**src/rtl/seq_det_pkg.sv**
```systemverilog
// -----------------------------------------------------------------------------
// seq_det_pkg
// Shared types and helpers for the parametrised serial sequence detector.
//   seq_state_t : detector FSM state (FILL while history is too short to
//                 compare, ARMED once it holds len-1 valid bits)
//   MIN_LEN     : smallest legal pattern length
//   clamp_len() : forces a requested length into MIN_LEN..max_w
// -----------------------------------------------------------------------------
package seq_det_pkg;

  typedef enum logic {
    FILL  = 1'b0,
    ARMED = 1'b1
  } seq_state_t;

  localparam int unsigned MIN_LEN = 2;

  function automatic int unsigned clamp_len(input int unsigned len,
                                            input int unsigned max_w);
    if (len < MIN_LEN) begin
      return MIN_LEN;
    end else if (len > max_w) begin
      return max_w;
    end else begin
      return len;
    end
  endfunction

endpackage

```
**src/rtl/param_seq_detector_sat_counter.sv**
```systemverilog
// -----------------------------------------------------------------------------
// sat_counter
// Saturating up-counter with synchronous clear. Clear has priority over
// increment; the count sticks at 2^CNT_W-1.
// Ports:
//   clk    : rising-edge clock
//   rst_n  : asynchronous active-low reset (count -> 0)
//   clr_i  : synchronous clear
//   inc_i  : increment request
//   cnt_o  : current count
// -----------------------------------------------------------------------------
module sat_counter #(
  parameter int CNT_W = 8
) (
  input  logic             clk,
  input  logic             rst_n,
  input  logic             clr_i,
  input  logic             inc_i,
  output logic [CNT_W-1:0] cnt_o
);

  logic [CNT_W-1:0] cnt_q;
  logic [CNT_W-1:0] cnt_d;

  always_comb begin
    cnt_d = cnt_q;
    if (clr_i) begin
      cnt_d = '0;
    end else if (inc_i && (cnt_q != {CNT_W{1'b1}})) begin
      cnt_d = cnt_q + CNT_W'(1);
    end
  end

  always_ff @(posedge clk or negedge rst_n) begin
    if (!rst_n) begin
      cnt_q <= '0;
    end else begin
      cnt_q <= cnt_d;
    end
  end

  assign cnt_o = cnt_q;

endmodule

```
**src/rtl/param_seq_detector.sv**
```systemverilog
// -----------------------------------------------------------------------------
// param_seq_detector
// Run-time configurable serial sequence detector with a saturating match count.
// Build option: SEQ_DET_REG_OUT_EN registers match (one cycle after the final
// bit); undefined gives a zero-latency Mealy match.
// Ports:
//   clk, rst_n    : clock, asynchronous active-low reset
//   in_valid      : qualifies in_bit for this cycle
//   in_bit        : serial data bit
//   cfg_load      : strobe, latches cfg_pattern/cfg_len and restarts detection
//   cfg_pattern   : pattern, bit [len-1] first received, bit [0] last
//   cfg_len       : pattern length, clamped to 2..MAX_W on load
//   cfg_overlap   : 1 = overlapping detection (sampled live)
//   cnt_clr       : synchronous clear of match_cnt
//   match         : detection pulse
//   match_cnt     : saturating detection count
//   armed         : history holds at least len-1 valid bits
//   dbg_state_o   : current FSM state
// Stream handshake: there is no back-pressure; a bit is accepted on every
// rising edge where in_valid is high and cfg_load is low. in_valid low means
// nothing moves and no comparison is made.
// -----------------------------------------------------------------------------
module param_seq_detector
  import seq_det_pkg::*;
#(
  parameter int MAX_W = 8,
  parameter int CNT_W = 8,
  parameter int LEN_W = $clog2(MAX_W + 1)
) (
  input  logic             clk,
  input  logic             rst_n,
  input  logic             in_valid,
  input  logic             in_bit,
  input  logic             cfg_load,
  input  logic [MAX_W-1:0] cfg_pattern,
  input  logic [LEN_W-1:0] cfg_len,
  input  logic             cfg_overlap,
  input  logic             cnt_clr,
  output logic             match,
  output logic [CNT_W-1:0] match_cnt,
  output logic             armed,
  output seq_state_t       dbg_state_o
);

  logic [MAX_W-1:0] pattern_q, pattern_d;
  logic [LEN_W-1:0] len_q, len_d;
  logic [MAX_W-2:0] hist_q, hist_d;
  logic [LEN_W-1:0] fill_q, fill_d;
  seq_state_t       state_q, state_d;

  logic [MAX_W-1:0] window;
  logic [MAX_W-1:0] len_mask;
  logic [LEN_W-1:0] len_m1;
  logic             match_raw;

  // The candidate occurrence is the stored history followed by today's bit.
  assign window   = {hist_q, in_bit};
  // Low len bits set; len == MAX_W shifts everything out and yields all ones.
  assign len_mask = ~({MAX_W{1'b1}} << len_q);
  assign len_m1   = len_q - LEN_W'(1);

  // A load in the same cycle drops the bit, so it can never produce a match.
  assign match_raw = in_valid && !cfg_load && (state_q == ARMED) &&
                     ((window & len_mask) == (pattern_q & len_mask));

  always_comb begin
    pattern_d = pattern_q;
    len_d     = len_q;
    hist_d    = hist_q;
    fill_d    = fill_q;
    state_d   = state_q;
    if (cfg_load) begin
      pattern_d = cfg_pattern;
      len_d     = LEN_W'(clamp_len(32'(cfg_len), 32'(MAX_W)));
      hist_d    = '0;
      fill_d    = '0;
      state_d   = FILL;
    end else if (in_valid) begin
      if (match_raw && !cfg_overlap) begin
        // Non-overlapping: the matching bit is consumed, start over.
        hist_d  = '0;
        fill_d  = '0;
        state_d = FILL;
      end else begin
        hist_d = window[MAX_W-2:0];
        if (fill_q != len_m1) begin
          fill_d = fill_q + LEN_W'(1);
        end
        if ((state_q == FILL) && (fill_d == len_m1)) begin
          state_d = ARMED;
        end
      end
    end
  end

  always_ff @(posedge clk or negedge rst_n) begin
    if (!rst_n) begin
      pattern_q <= '0;
      len_q     <= LEN_W'(MAX_W);
      hist_q    <= '0;
      fill_q    <= '0;
      state_q   <= FILL;
    end else begin
      pattern_q <= pattern_d;
      len_q     <= len_d;
      hist_q    <= hist_d;
      fill_q    <= fill_d;
      state_q   <= state_d;
    end
  end

  // In both builds the count moves on the edge that accepts the final bit,
  // which is also the edge that raises the registered match.
  sat_counter #(
    .CNT_W (CNT_W)
  ) u_cnt (
    .clk   (clk),
    .rst_n (rst_n),
    .clr_i (cnt_clr),
    .inc_i (match_raw),
    .cnt_o (match_cnt)
  );

`ifdef SEQ_DET_REG_OUT_EN
  logic match_q;

  // match_raw is already forced low by cfg_load, so a load also kills any
  // match that would otherwise be pending for the next cycle.
  always_ff @(posedge clk or negedge rst_n) begin
    if (!rst_n) begin
      match_q <= 1'b0;
    end else begin
      match_q <= match_raw;
    end
  end

  assign match = match_q;
`else
  assign match = match_raw;
`endif

  assign armed       = (state_q == ARMED);
  assign dbg_state_o = state_q;

endmodule

```
**config.mk**
```make
export PLATFORM = sky130hd
export DESIGN_NAME = param_seq_detector
export DESIGN_NICKNAME = d
export VERILOG_FILES = /design/src/rtl/seq_det_pkg.sv /design/src/rtl/param_seq_detector_sat_counter.sv /design/src/rtl/param_seq_detector.sv
export SDC_FILE = /design/constraint.sdc
export NUM_CORES = 1
export LEC_CHECK = 0
export ABC_AREA = 1
export CORE_ASPECT_RATIO = 0.8
export CORE_MARGIN = 3
export CORE_UTILIZATION = 30
export CTS_BUF_LIST = sky130_fd_sc_hd__clkbuf_16
export CTS_CLUSTER_DIAMETER = 30
export DETAILED_ROUTE_END_ITERATION = 8
export HOLD_SLACK_MARGIN = 0.15
export SLEW_MARGIN = 30
export SYNTH_ARGS = -nofsm -noshare
export SYNTH_HDL_FRONTEND = slang
export SYNTH_SLANG_ARGS = --single-unit
```
**constraint.sdc**
```tcl
create_clock -name clk -period 3.88 [get_ports clk]
set_input_delay 0.388 -clock clk [delete_from_list [all_inputs] [get_ports clk]]
set_output_delay 0.388 -clock clk [all_outputs]
set_load 0.1 [all_outputs]
```
==> results.md, run 1 <==
* Status: completed
* Clock Latency Late Sink at approximately 0.27 ns
* First-pass GRT wire length at between 7000 and 8000 microns
* Row cnt at 25
* Max-Slew Margin vs Limit at 35.0%
* F_max at roughly 400 MHz
* Number of antenna repair diodes at 0
* Final non-filler cell total at 357
* GR met2 Demand/Resource at a little under a fifth
* Core area at around 6000 sq um
* Final WL at about 4200 microns
* Via count at ~1.6k
* Complex-gate fraction of the synthesized area at 10.2%
* H-tree depth at 2
* Final hold viol count at 0
* Dpl cells at 349
* Post-Synth XOR/XNOR Area at 5.08%
* Die W at roughly 95 microns
* Worst Hold Launch: pattern_q[5]
* Final non-filler cell area at between 2000 and 2500 sq um
* Met1 usage at around 19%
* Post-synthesis simple-gate area fraction at a little under a third
* CTS Buffer Depth at 2
* Crit path kind: reg2out
* Grt ovf at 0
* CTS Buf Count at 5
* Antenna violations before repair at 0
* Clock sink count at 32
* Drt first-iter violations at just under 90
* Peak supply drop at 218 uV
* DRC violations left at 0
* Tot GR Track Use at roughly 13%
* Die area at roughly 7300 sq um
* CTS resizes at 0
* Leakage at between 1 and 1.5 nW
* Final period util at around 65%
* Clock skew at between 0.003 and 0.004 ns
* Clock-pin slew on the worst setup and hold paths at ~0.050 ns
* Worst Max-Slew Pin Slew at 0.972 ns
* Post-synthesis mux area share at 0%
* TritonCTS clock tree: built
* Root Buffer: clkbuf_16
* Unique masters post-synth at 28
* Syn_nets at roughly 270
* Vias per Instance at approximately 4.6
* DP Wirelength at between 3000 and 4000 microns
* # IOs at 30
* Placement Setup Slack at ~1.6 ns
* Max Transition Viols Final at 0
* Min-Delay Path Class: reg2reg
* Ys Warns at 0
* Die height at about 77 microns
* Fin crit period at between 2 and 3 ns
* Vias in the first global route at roughly 1.6k
* Largest family of logic cells by synthesized area: simple AND/OR/NAND/NOR gates
* Total power at around 960 uW
* Syn avg cell area at just under 8 sq um
* Busiest metal layer after global routing: met1
* P&R area growth vs syn at 27.8%
* Filler Cells Inserted at 630
* Required time of the critical path at approximately 3.5 ns
* CP Launch Point: len_q[1]
* Final number of setup-violating endpoints at 0
* Power Dens Cells at 395 nW/um^2
* DRT Pass-1 Iters at 4
* M3 GR Usage at ~3.3%
* Port Buffers at 29
* Placed cell areas at 2280 sq um
* #FFs+latches synth at 32
* Final setup TNS at 0 ns
* Worst setup SP type: register
* Nature of the critical path endpoint: output port
* Share of the synthesized area in the top cell type at 40.9%
* Arr. time, crit path at 2.12 ns
* Critical R2R Launch: len_q[1]
* Post-CTS setup buffer count at 0
* Adder and majority gate portion of the synthesized area at under 10%
* WL/cell at around 12 microns
* Final setup margin at about 1.4 ns
* Fin nets at 300
* Yosys top cell by area: dfrtp_1
* Ratio of cells with drive above 1 in the final layout at a little under an eighth
* Largest net degree at the start of global routing at 33
* Sequential area share after synthesis at 42.3%
* Initial Util at between 30% and 40%
* Mapped Cells at 240
* Final ANT Viol Nets at 0
* Main area contributors after synthesis: dfrtp_1 (41%), nand2_1 (14%), inv_1 (5.3%), ha_1 (4.0%), o22ai_1 (3.3%)
* Maximum capacitance violations at 0
* Synth Cell Area at ~1900 sq um
* CP Max Fanout at 6
* Placer Congestion at about 0.78
* Unrepaired setup endpoints after global routing: no
* Hold buffer count at CTS at 0
-- Yosys cell counts --
library cell / n
a21oi_1: 7
a21oi_2: 1
a31oi_1: 2
buf_4: 1
clkbuf_1: 2
clkinv_1: 1
dfrtp_1: 31
dfstp_2: 1
ha_1: 6
inv_1: 27
inv_2: 4
inv_4: 1
nand2_1: 70
nand2_2: 6
nand2_4: 3
nand3_1: 12
nand4_1: 4
nand4_4: 1
nor2_1: 14
nor2_4: 5
nor3_1: 5
nor3b_2: 1
o211ai_1: 2
o21ai_0: 10
o21ai_1: 2
o22ai_1: 10
xnor2_1: 4
xor2_1: 7
-- final cells by class --
| cell class | count | area, sq um | share of cell area, % |
|---|---|---|---|
| Timing Repair Buffer | 31 | 303 | 12.5 |
| Clock inverter | 3 | 12.5 | 0.517 |
| Inverter | 33 | 126 | 5.22 |
| Multi-Input combinational cell | 172 | 952 | 39.3 |
| Clock buffer | 5 | 125 | 5.17 |
| Tap cell | 81 | 101 | 4.18 |
| Sequential cell | 32 | 802 | 33.1 |
-- where the power goes --
part | internal, mW | switching (mW)
registers | 0.354 | 0.0213
logic | 0.0752 | 0.142
clock network | 0.231 | 0.132
total | 0.661 | 0.295
-- layout by cell type (no fill, tap or decap) --
| cell | count |
|---|---|
| a21oi_1 | 7 |
| a21oi_2 | 1 |
| a31oi_1 | 2 |
| buf_4 | 3 |
| clkbuf_16 | 5 |
| clkdlybuf4s50_1 | 28 |
| clkinv_1 | 1 |
| clkinv_2 | 1 |
| dfrtp_1 | 31 |
| dfstp_2 | 1 |
| ha_1 | 6 |
| inv_1 | 29 |
| inv_2 | 4 |
| inv_4 | 1 |
| nand2_1 | 70 |
| nand2_2 | 6 |
| nand2_4 | 3 |
| nand3_1 | 12 |
| nand4_1 | 4 |
| nand4_4 | 1 |
| nor2_1 | 14 |
| nor2_4 | 5 |
| nor3_1 | 5 |
| nor3b_2 | 1 |
| o211ai_1 | 2 |
| o21ai_0 | 10 |
| o21ai_1 | 2 |
| o22ai_1 | 10 |
| xnor2_1 | 4 |
| xor2_1 | 7 |
-- sequential cells by signal, summed over array words and instances (netlist names) --
register / cells
armed: 1
u_cnt.cnt_o: 8
pattern_q: 8
len_q: 4
hist_q: 7
fill_q: 4
-- through the flow --
stage | hold WS (ns) | utilization (%)
floorplan | 0.0924 | -
global placement | 0.485 | 38.0
detailed placement | 0.482 | 38.0
CTS | 0.494 | 40.3
global route | 0.529 | 40.3
finish | 0.493 | 40.3
-- critical path: stages, from the launching register on --
cell and delay [ns]:
dfrtp_1 0.42, inv_1 0.10, ha_1 0.18, ha_1 0.15
nand2_1 0.05, nand3_1 0.07, o21ai_0 0.08, a21oi_1 0.18
nand2_1 0.11, nor2_4 0.17, buf_4 0.32
-- cell families after synthesis --
family | count (synthesis)
DFF | 32
AOI/OAI and AO/OA | 34
and+or+nand+nor | 121
xor gates and xnor gates | 11
adders and majority gates | 6
buffers and inverters | 36
-- worst paths after layout --
check | slack [ns] | depth (start not counted) | endpoint
max | 1.37 | 10 | match
min | 0.49 | 2 | pattern_q[5]
max reg2reg | 1.68 | 14 | armed
min reg2reg | 0.49 | 2 | pattern_q[5]
max in group asynchronous | 3.05 | 2 | len_q[3]
min in group asynchronous | 0.51 | 2 | pattern_q[0]
-- per-layer routing --
metal	wire, microns	vias to the layer above	share of wire (%)
met2	1760	34	42
met3	191	3	4.5
met1	2240	754	53
met4	22	0	0.52
li1	-	848	-
met5	0	-	0
Power figures use the tool's default switching activity.
==> run 2: changes to the inputs <==
==> constraint.sdc (replaced) <==
create_clock -name clk -period 2.05 [get_ports clk]
set_input_delay 0.205 -clock clk [delete_from_list [all_inputs] [get_ports clk]]
set_output_delay 0.205 -clock clk [all_outputs]
set_load 0.1 [all_outputs]
==> run 2 against run 1 <==
  * Non-clock buffer count rose by 10
  * Register-to-register slack got worse by 1.5 ns
  * Clock power rose by 89%
  * Hold slack got worse by 0.16 ns
  * Die area did not move
  * Critical endpoint unchanged
  * Highest routed layer unchanged
==> results.md, run 2 (same netlist as run 1, synthesis figures left out) <==
* Root Buffer: clkbuf_16
* Die height at ~77 microns
* Comb pwr share at between 20% and 30%
* Final hold viol count at 0
* Min-Delay Path Class: in2async
* Clock-pin slew on the worst setup and hold paths at around 0.050 ns
* Power Dens Cells at ~720 nW/um^2
* Required time of the critical path at ~1.9 ns
* Critical R2R Launch: len_q[0]
* Via count at 1637
* CP Launch Point: len_q[0]
* Tot GR Track Use at about an eighth
* Arr. time, crit path at ~1.8 ns
* Unrepaired setup endpoints after global routing: yes
* Nature of the critical path endpoint: output port
* Hold buffer count at CTS at 0
* Initial Util at 31.6%
* Clock Latency Late Sink at between 0.2 and 0.3 ns
* Final setup TNS at 0 ns
* Clock power share at between 30% and 40%
* Psw at roughly 570 uW
* Leakage at between 1 and 1.5 nW
* Antenna violations before repair at 0
* Die area at 7310 sq um
* Status: completed
* Net Sw Frac at between 30% and 40%
* Most frequent cells in the layout: nand2_1 (66), dfrtp_1 (28), inv_1 (25), buf_4 (19), clkdlybuf4s50_1 (18)
* DRC violations left at 0
* Placed cell areas at 2310 sq um
* Layout Utilization at 42.7%
* Core area at between 6000 and 7000 sq um
* Placement Setup Slack at -0.0400 ns
* Final ANT Viol Nets at 0
* DRT Pass-1 Iters at 4
* # IOs at 30
* CTS Buf Count at 5
* Sequential share of power at a little under two fifths
* Maximum capacitance violations at 0
* F_max at 500 MHz
* First-pass GRT wire length at ~7300 microns
* Final period util at around 100%
* CP Max Fanout at 3
* Final non-filler cell area at between 2000 and 3000 sq um
* Ratio of cells with drive above 1 in the final layout at between 20% and 30%
* Placer Congestion at just over 0.8
* Worst setup SP type: register
* Die W at about 95 microns
* DP Wirelength at approximately 3200 microns
* Fin nets at 310
* Max Transition Viols Final at 0
* H-tree depth at 2
* Dpl cells at 353
* Vias per Instance at about 4.5
* Final number of setup-violating endpoints at 0
* Vias in the first global route at 1565
* Crit path kind: reg2out
* Clock skew at approximately 0.0053 ns
* Max-Slew Margin vs Limit at between 70% and 80%
* CTS Buffer Depth at 2
* Commonest non-fill, non-tap cell in the layout: nand2_1
* Row cnt at 25
* P&R area growth vs syn at 35.3%
* Clock sink count at 32
* Drt first-iter violations at around 110
* Total power at 1.85 mW
* Fin crit period at around 2.0 ns
* Largest net degree at the start of global routing at 33
* Worst Max-Slew Pin Slew at 0.403 ns
* Final setup margin at ~0.051 ns
* Pint at roughly 1.3 mW
* Hold Slack at between 0.3 and 0.4 ns
* Peak supply drop at roughly 350 uV
* Port Buffers at 29
* Grt ovf at 0
* Number of antenna repair diodes at 0
* TritonCTS clock tree: built
* Final non-filler cell total at 367
* WL/cell at 11.7 microns
* Final WL at around 4300 microns
[run 2: cell types whose count changed in the layout (fill, tap and decap cells not counted), sizes merged]
cell           change
buf               +20
clkdlybuf4s50     -10
clkinv             +1
inv                -1
[run 2: critical path: stages (launching register included)]
cell	delay (ns)
dfrtp_1	0.40
inv_2	0.09
ha_4	0.15
ha_4	0.12
nand2_2	0.05
nand3_2	0.05
o21ai_1	0.05
a21oi_1	0.13
nand2_1	0.10
nor2_4	0.16
buf_12	0.19
[run 2: final timing paths]
check                                 end  slack (ns)  cells past startpoint
setup / recovery                    match        0.05                     10
hold / removal             u_cnt.cnt_o[6]        0.33                      2
setup reg to reg           u_cnt.cnt_o[1]        0.14                     15
hold reg to reg              pattern_q[5]        0.49                      2
max in group asynchronous        len_q[3]        1.39                      2
min in group clk             pattern_q[7]        0.47                      3
[run 2: timing repair]
item	in CTS	in global routing
endpoints found under the setup margin	2	19
gates resized for setup	8	11
buffers inserted	5	1
pin swaps	4	8
[run 2: cell type report]
type,count,area [sq um]
clock inverters,3,11.3
repair buffers,41,377
fillers,601,3440
flip-flops and latches,32,806
clock buffers,5,125
multi-input cells,172,1020
inverters,33,126
well taps,81,101
[run 2: power by group through the flow]
stage,clock network (mW),logic (mW),registers (mW)
6_report,0.685,0.455,0.710
5_1_grt,0.742,0.506,0.715
4_1_cts,0.706,0.437,0.709
3_5_place_dp,0,0.417,0.718
3_3_place_gp,0,0.412,0.719
2_1_floorplan,0,0.237,0.767
[run 2: layer usage]
| metal | global-route usage, % | vias to the layer above | wire length, microns |
|---|---|---|---|
| met3 | 3.92 | 4 | 235 |
| met4 | 5.76 | 0 | 41 |
| li1 | - | 863 | - |
| met5 | 0 | - | 0 |
| met2 | 17.9 | 38 | 1810 |
| met1 | 18.5 | 732 | 2190 |
==> run 3: changes to the inputs <==
--- a/config.mk
+++ b/config.mk
@@ -6,13 +6,15 @@
 export NUM_CORES = 1
 export LEC_CHECK = 0
 export ABC_AREA = 1
+export CELL_PAD_IN_SITES_DETAIL_PLACEMENT = 2
+export CELL_PAD_IN_SITES_GLOBAL_PLACEMENT = 2
 export CORE_ASPECT_RATIO = 0.8
-export CORE_MARGIN = 3
-export CORE_UTILIZATION = 30
+export CORE_UTILIZATION = 28
 export CTS_BUF_LIST = sky130_fd_sc_hd__clkbuf_16
 export CTS_CLUSTER_DIAMETER = 30
 export DETAILED_ROUTE_END_ITERATION = 8
 export HOLD_SLACK_MARGIN = 0.15
+export PLACE_DENSITY_LB_ADDON = 0.1
 export SLEW_MARGIN = 30
 export SYNTH_ARGS = -nofsm -noshare
 export SYNTH_HDL_FRONTEND = slang
==> run 3 against run 2 <==
  * Maximum frequency increased by 2.5%
  * Die area shrank 2.9%
  * Register-to-register slack better by 0.02 ns
  * Flip-flop and latch count unchanged
  * Final cell count rose by 1.4%
  * Highest routed layer unchanged
  * Hold slack better by 0.011 ns
  * Via count rose by 7.0%
  * Cell area grew 1.9%
  * Count of clock-buffer cells in the layout unchanged
  * Critical endpoint unchanged
  * Clock power up 3.2%
  * Routed wire length up 29%
  * Critical path type unchanged
  * Power increased by 3.0%
==> results.md, run 3 (same netlist as run 1, synthesis figures left out) <==
* Drt first-iter violations at 35
* Root Buffer: clkbuf_16
* Comb pwr share at between 20% and 30%
* Via count at between 1.5k and 2k
* DRC violations left at 0
* Clock-pin slew on the worst setup and hold paths at roughly 0.050 ns
* First-pass GRT wire length at 9460 microns
* Unrepaired setup endpoints after global routing: yes
* TritonCTS clock tree: built
* CTS Buf Count at 5
* Clock sink count at 32
* Worst setup SP type: register
* Number of antenna repair diodes at 0
* Die height at 75.6 microns
* Net Sw Frac at 32.3%
* Vias per Instance at ~4.7
* R2r setup slk at approximately 0.16 ns
* H-tree depth at 2
* Antenna violations before repair at 0
* WL/cell at around 15 microns
* Final setup TNS at 0 ns
* Largest net degree at the start of global routing at 33
* Initial Util at between 20% and 30%
* Hold buffer count at CTS at 0
* Dpl cells at 360
* Die W at 94.0 microns
* Status: completed
* Max-Slew Margin vs Limit at between 70% and 80%
* # IOs at 30
* Min-Delay Path Class: in2async
* Tot GR Track Use at roughly 18%
* Crit path kind: reg2out
* Psw at between 600 and 700 uW
* Final period util at between 90% and 100%
* Peak supply drop at roughly 280 uV
* Clock power share at 37.1%
* Fin nets at 312
* Placer Congestion at between 0.7 and 0.8
* Fin crit period at roughly 2 ns
* CTS Buffer Depth at 2
* Placement Setup Slack at -0.00217 ns
* F_max at slightly above 500 MHz
* DP Wirelength at between 4000 and 5000 microns
* P&R area growth vs syn at 37.8%
* Layout Utilization at between 40% and 50%
* Final setup margin at about 0.10 ns
* Required time of the critical path at 1.85 ns
* Ratio of cells with drive above 1 in the final layout at a little over a quarter
* Maximum capacitance violations at 0
* Final non-filler cell area at about 2600 sq um
* Pint at around 1.3 mW
* Leakage at about 1.2 nW
* DRT Pass-1 Iters at 3
* Worst Max-Slew Pin Slew at between 0.4 and 0.5 ns
* Filler Cells Inserted at between 700 and 800
* Nature of the critical path endpoint: output port
* Most frequent cells in the layout: nand2_1 (64), dfrtp_1 (28), inv_1 (25), buf_4 (21), clkdlybuf4s50_1 (18)
* Vias in the first global route at ~1.9k
* Port Buffers at 29
* Core area at 6470 sq um
* Clock skew at 0.00188 ns
* Sequential share of power at a little under two fifths
* Final WL at 5520 microns
* Final ANT Viol Nets at 0
* Final hold viol count at 0
* Final number of setup-violating endpoints at 0
* Clock Latency Late Sink at 0.28 ns
* Grt ovf at 0
* Arr. time, crit path at between 1.5 and 2 ns
* Final non-filler cell total at 372
* Max Transition Viols Final at 0
* Placed cell areas at roughly 2300 sq um
* Commonest non-fill, non-tap cell in the layout: nand2_1
* Total power at between 1.5 and 2 mW
* Power Dens Cells at 729 nW/um^2
* Row cnt at 26
* Hold Slack at 0.343 ns
* Die area at just over 7000 sq um
* CP Max Fanout at 2
==> run 3: worst max-delay path, stage by stage, from the launching register on <==
cell and delay, ns:
dfrtp_1 0.40, buf_6 0.13, ha_4 0.15, inv_4 0.05, buf_4 0.09, nand3_1 0.09, a21oi_2 0.16, nand2_2 0.08
nor2_4 0.13, buf_12 0.19
==> run 3: final timing paths <==
kind                           startpoint  cells past startpoint              to
min reg2reg                  pattern_q[1]                      2    pattern_q[1]
min in group clk           cfg_pattern[2]                      3    pattern_q[2]
max                              len_q[0]                      9           match
min                                 rst_n                      2  u_cnt.cnt_o[3]
max reg2reg                      len_q[0]                     13           armed
max in group asynchronous           rst_n                      2        len_q[3]
==> run 3: power by group through the flow <==
stage | combinational (mW) | clock, mW | sequential (mW)
5_1_grt | 0.539 | 0.751 | 0.717
3_3_place_gp | 0.440 | 0 | 0.719
6_report | 0.487 | 0.707 | 0.712
3_5_place_dp | 0.445 | 0 | 0.721
2_1_floorplan | 0.237 | 0 | 0.767
4_1_cts | 0.470 | 0.727 | 0.711
==> run 3: cell type report <==
class / instances / area (sq um) / share of cell area (%)
tap: 84 / 105 / 4.02
timing repair buffer: 43 / 392 / 15.0
multi-input combinational: 172 / 1040 / 40.0
clock buffer: 5 / 125 / 4.79
sequential: 32 / 806 / 30.8
inverter: 33 / 129 / 4.93
clock inverter: 3 / 11.3 / 0.431
==> run 3: timing repair <==
item / in CTS / in global routing
gates resized for setup: 11 / 16
setup buffers: 4 / 0
pin swaps: 7 / 7
endpoints found under the setup margin: 3 / 19
==> run 3: per-layer routing <==
metal / share of wire (%) / track usage, % / vias up / wire length (microns)
met5: 0 / 0 / - / 0
met4: 1.4 / 7.01 / 0 / 78
met3: 2.7 / 3.29 / 8 / 149
met2: 45 / 29.0 / 23 / 2500
met1: 51 / 23.7 / 854 / 2790
li1: - / - / 867 / -
==> RTL edit 1: new RTL, settings of run 3 <==
Put a register stage on the outputs `match` and `armed`, cleared by the reset. The values now appear one clock later. The other outputs are not delayed to match. Comments in the files are not updated.
--- a/src/rtl/param_seq_detector.sv
+++ b/src/rtl/param_seq_detector.sv
@@ -136,10 +136,17 @@
 
   assign match = match_q;
 `else
-  assign match = match_raw;
 `endif
 
-  assign armed       = (state_q == ARMED);
+  always_ff @(posedge clk or negedge rst_n) begin
+    if (!rst_n) begin
+      match <= '0;
+      armed <= '0;
+    end else begin
+      match <= match_raw;
+      armed <= (state_q == ARMED);
+    end
+  end
   assign dbg_state_o = state_q;
 
 endmodule
Formal check against the unedited RTL: not equivalent (Yosys sat finds a counterexample within 4 cycles, from zero or initial values and one cycle with rst_n low).
==> RTL edit 1 against run 3 <==
Synthesized area is 2.2% higher; total power up 1.4%; wire length rose by 1.1%; setup slack better by 0.034 ns; critical path depth rose by 5; final cell count increased by 1.1%; first-iteration DRC count up 8.6%; cell area barely moved; sequential cell count rose by 2; largest cell class unchanged; largest power group unchanged.
==> RTL edit 1: results (changes against run 3) <==
metric;value;unit;change
outcome;complete, no violations;;unchanged
Clock Latency Late Sink;0.28;ns;about the same
H-Tree Depth;2;;unchanged
IO Port Bufs;29;;unchanged
diode count;0;;unchanged
Crit Path Max Fanout;6;;was 2
clock root buffer;clkbuf_16;;unchanged
Syn. warnings;0;;unchanged
first-pass GRT wire length;9.40;mm;was 9.46 mm
Slowest-stage cell, CP;dfrtp_1;;unchanged
detailed placement HPWL;4.20;mm;was 4.16 mm
Pleak;0.00124;uW;was 0.00122 uW
Setup-failing EPs final;0;;unchanged
detailed router's first-iteration violation count;38;;was 35
Longest Clk Path Bufs;2;;unchanged
Hold WC Path Type;reg2reg;;was in2async
Top delay family on crit path;simple AND/OR/NAND/NOR gates;;was buffers and inverters
unique cell type count in the Yosys netlist;27;;was 28
Post-DP Area;0.00237;sq mm;was 0.00235 sq mm
sequential area share after synthesis;0.440;;was 0.423
layout cells sized above 1;0.247;;was 0.264
vias per cell;4.63;;was 4.71
Commonest cells post-synth;70 x nand2_1, 33 x dfrtp_1, 27 x inv_1;;was 70 x nand2_1, 31 x dfrtp_1, 27 x inv_1
Placer Congestion;0.754;;was 0.781
WL/cell;14.8;um;about the same
Area contributors post-synth;dfrtp_1 43%, nand2_1 14%, inv_1 5.2%;;was dfrtp_1 41%, nand2_1 14%, inv_1 5.3%
pin count of the biggest net entering global routing;35;;was 33
initial antenna violation count;0;;unchanged
clk_skew;0.00175;ns;was 0.00188 ns
Total GRT Usage;0.169;;was 0.178
Worst EP arrival;2.08;ns;was 1.74 ns
Synth Net Count;266;;was 265
nets@finish;316;;was 312
max incr delay on CP;0.40;ns;about the same
Worst VDD drop;0.296;mV;was 0.278 mV
CTS buffer count;5;;unchanged
number of global-route vias before repair;1882;;was 1920
DRT Pass-1 Iters;4;;was 3
Async S/R FF share, synth;1.00;;unchanged
Worst Tran Pin Value;0.792;ns;was 0.439 ns
Worst-path clk slew;0.05;ns;about the same
DRC;0;;unchanged
[RTL edit 1: cell count changes after synthesis, sizes merged]
cell | run 3 | this run
dfrtp | 31 | 33
buf | 1 | 0
[RTL edit 1: per-stage QoR]
stage	utilization	TNS, ns	instances	total power [uW]	setup slack (ns)
5_1_grt	0.400	-0.0984	376	2040	-0.0506
3_5_place_dp	0.362	0	361	1200	0.0103
2_1_floorplan	-	0	241	1040	0.0263
6_report	0.400	0	376	1930	0.134
4_1_cts	0.384	0	370	1930	0.0100
3_3_place_gp	0.362	0	361	1190	0.0917
[RTL edit 1: final timing paths]
check                       startpoint             end  slack [ns]  cells past startpoint
max reg2reg                   len_q[0]  u_cnt.cnt_o[1]        0.13                     14
max in group asynchronous        rst_n  u_cnt.cnt_o[1]        0.95                      2
max                           len_q[0]  u_cnt.cnt_o[1]        0.13                     14
min in group asynchronous        rst_n  u_cnt.cnt_o[6]        0.55                      2
min reg2reg                dbg_state_o           armed        0.46                      0
min                        dbg_state_o           armed        0.46                      0
[RTL edit 1: logic make-up (layout without fill, tap and decap cells)]
group / Yosys count / in the layout / share of synthesized area
and+or+nand+nor: 121 / 121 / 0.303
buffers and inverters: 35 / 86 / 0.0691
AOI/OAI and AO/OA: 34 / 34 / 0.100
DFF: 34 / 34 / 0.440
xor gates and xnor gates: 11 / 11 / 0.0497
adders and majority gates: 6 / 6 / 0.0387
[RTL edit 1: report_power, final]
part	leakage (uW)	total (uW)	internal, uW	switching (uW)
sequential	0.000443	754	713	41.5
combinational	0.000722	465	170	296
clock	0.0000724	713	439	275
total	0.00124	1930	1320	612
[RTL edit 1: what timing repair did]
item	4_1_cts	5_1_grt
pin swaps	1	10
resized for setup	0	18
hold buffers	1	0
gates cloned	0	0
setup endpoints to repair	1	20
hold endpoints to repair	33	0
buffers inserted	0	6
[RTL edit 1: area by class of cell]
class / instances / area (sq um)
tap: 84 / 105
clock buffer: 5 / 125
clock inverter: 3 / 12.5
fill: 735 / 3930
timing repair buffer: 45 / 392
sequential: 34 / 857
inverter: 33 / 129
multi-input combinational: 172 / 993
[RTL edit 1: routing by layer]
metal  vias up  global-route usage  share of wire
met5         -                   0              0
met4         0              0.0455          0.011
met3         7              0.0359          0.026
met2        25               0.267           0.47
met1       833               0.232           0.49
li1        877                   -              -
==> RTL edit 2: new RTL, flow settings as in run 3 <==
Without the edit above. Add a define of `SEQ_DET_REG_OUT_EN`.
--- a/src/rtl/param_seq_detector.sv
+++ b/src/rtl/param_seq_detector.sv
@@ -20,6 +20,8 @@
 // rising edge where in_valid is high and cfg_load is low. in_valid low means
 // nothing moves and no comparison is made.
 // -----------------------------------------------------------------------------
+`define SEQ_DET_REG_OUT_EN
+
 module param_seq_detector
   import seq_det_pkg::*;
 #(
Behaviour: not the same (Yosys sat finds a counterexample within 4 cycles, from zero or initial values and one cycle with rst_n low).
==> RTL edit 2 against run 3 <==
Sequential cell count grew 1; wire length up 0.78%; first-iteration DRC count grew 2.9%; setup slack better by 0.039 ns; synthesized area rose by 1.3%; sequential share of layout area is 1.0 points higher; total power is 0.97% higher; synthesized cell count rose by 0.42%; sequential power up 3%; cell area about the same; clock skew increased by 0.0033 ns; final cell count up 0.81%; largest cell class unchanged; largest power group unchanged.
==> RTL edit 2: results (changes against run 3) <==
metric;value;unit;change
Commonest cells post-synth;70 x nand2_1, 32 x dfrtp_1, 27 x inv_1;;was 70 x nand2_1, 31 x dfrtp_1, 27 x inv_1
Total GRT Usage;0.169;;was 0.178
Worst VDD drop;0.283;mV;was 0.278 mV
detailed placement HPWL;4.08;mm;was 4.16 mm
Synth Net Count;266;;was 265
Worst EP arrival;2.07;ns;was 1.74 ns
Placer Congestion;0.744;;was 0.781
detailed router's first-iteration violation count;36;;was 35
Reg2Reg Setup Slack;0.14;ns;was 0.16 ns
Pleak;0.00123;uW;was 0.00122 uW
Post-DP Area;0.00235;sq mm;about the same
nets@finish;315;;was 312
DRT Pass-1 Iters;4;;was 3
H-Tree Depth;2;;unchanged
clk_skew;0.00522;ns;was 0.00188 ns
Worst Tran Pin Value;0.457;ns;was 0.439 ns
first-pass GRT wire length;9.34;mm;was 9.46 mm
number of global-route vias before repair;1917;;was 1920
layout cells sized above 1;0.254;;was 0.264
WL/cell;14.8;um;about the same
outcome;complete, no violations;;unchanged
pin count of the biggest net entering global routing;34;;was 33
sequential area share after synthesis;0.431;;was 0.423
Crit Path Max Fanout;6;;was 2
Longest Clk Path Bufs;2;;unchanged
pwr dens;737;mW/mm^2;was 729 mW/mm^2
CTS buffer count;5;;unchanged
vias per cell;4.70;;was 4.71
Area contributors post-synth;dfrtp_1 42%, nand2_1 14%, inv_1 5.3%;;was dfrtp_1 41%, nand2_1 14%, inv_1 5.3%
[RTL edit 2: kinds of logic (layout without fill, tap and decap cells)]
logic type	count (synthesis)	after routing	synth area share
buffers and inverters	36	86	0.0736
XOR/XNOR	11	11	0.0502
adder cells (fa/ha/maj)	6	6	0.0391
flip-flops	33	33	0.431
AND/OR/NAND/NOR	121	121	0.306
AO/OA/AOI/OAI	34	34	0.101
[RTL edit 2: stage by stage]
stage	util	setup slack [ns]	cells	power (uW)	hold WS, ns
global route	0.401	-0.00316	375	2040	0.412
detailed placement	0.361	-0.0382	360	1180	0.490
floorplan	-	0.0263	241	1020	-0.0906
CTS	0.386	0.0408	369	1920	0.367
global placement	0.361	0.0592	360	1170	0.493
finish	0.401	0.140	375	1920	0.348
[RTL edit 2: layout make-up]
class | instances | area (sq um)
multi-input combinational | 172 | 1020
fill | 755 | 3900
tap | 84 | 105
clock buffer | 5 | 125
clock inverter | 3 | 11.3
inverter | 33 | 129
sequential | 33 | 832
timing repair buffer | 45 | 387
[RTL edit 2: worst max path at each step]
| stage | startpoint | endpoint | slack [ns] |
|---|---|---|---|
| after floorplan | u_cnt.cnt_o[2] | u_cnt.cnt_o[5] | 0.03 |
| after global placement | len_q[0] | armed | 0.06 |
| after detailed placement | len_q[0] | armed | -0.04 |
| after CTS | len_q[0] | armed | 0.04 |
| after global routing | len_q[0] | u_cnt.cnt_o[7] | -0.003 |
| final | len_q[0] | armed | 0.14 |
[RTL edit 2: power breakdown]
part	internal (uW)	switching, uW
logic	183	308
clock network	437	267
registers	691	39.3
total	1310	614
[RTL edit 2: per-layer routing]
layer / part of all wire / GRT usage
met4: 0.0083 / 0.0455
met2: 0.47 / 0.268
met5: 0 / 0
met1: 0.50 / 0.232
met3: 0.023 / 0.0359
[RTL edit 2: worst max-delay path: stages (launching register included)]
cell	delay, ns
dfrtp_1	0.38
inv_2	0.07
ha_4	0.16
ha_4	0.26
inv_1	0.04
nand2_2	0.11
nand2_4	0.07
nor2_4	0.12
nand4_4	0.15
buf_4	0.17
nand3_1	0.07
nand2_1	0.07
nand3_2	0.08
a21oi_2	0.04
[RTL edit 2: timing repair]
action                     4_1_cts  5_1_grt
setup buffers                    1        6
gates resized for setup          5       16
pin swaps                        2       14
setup endpoints to repair        3       20
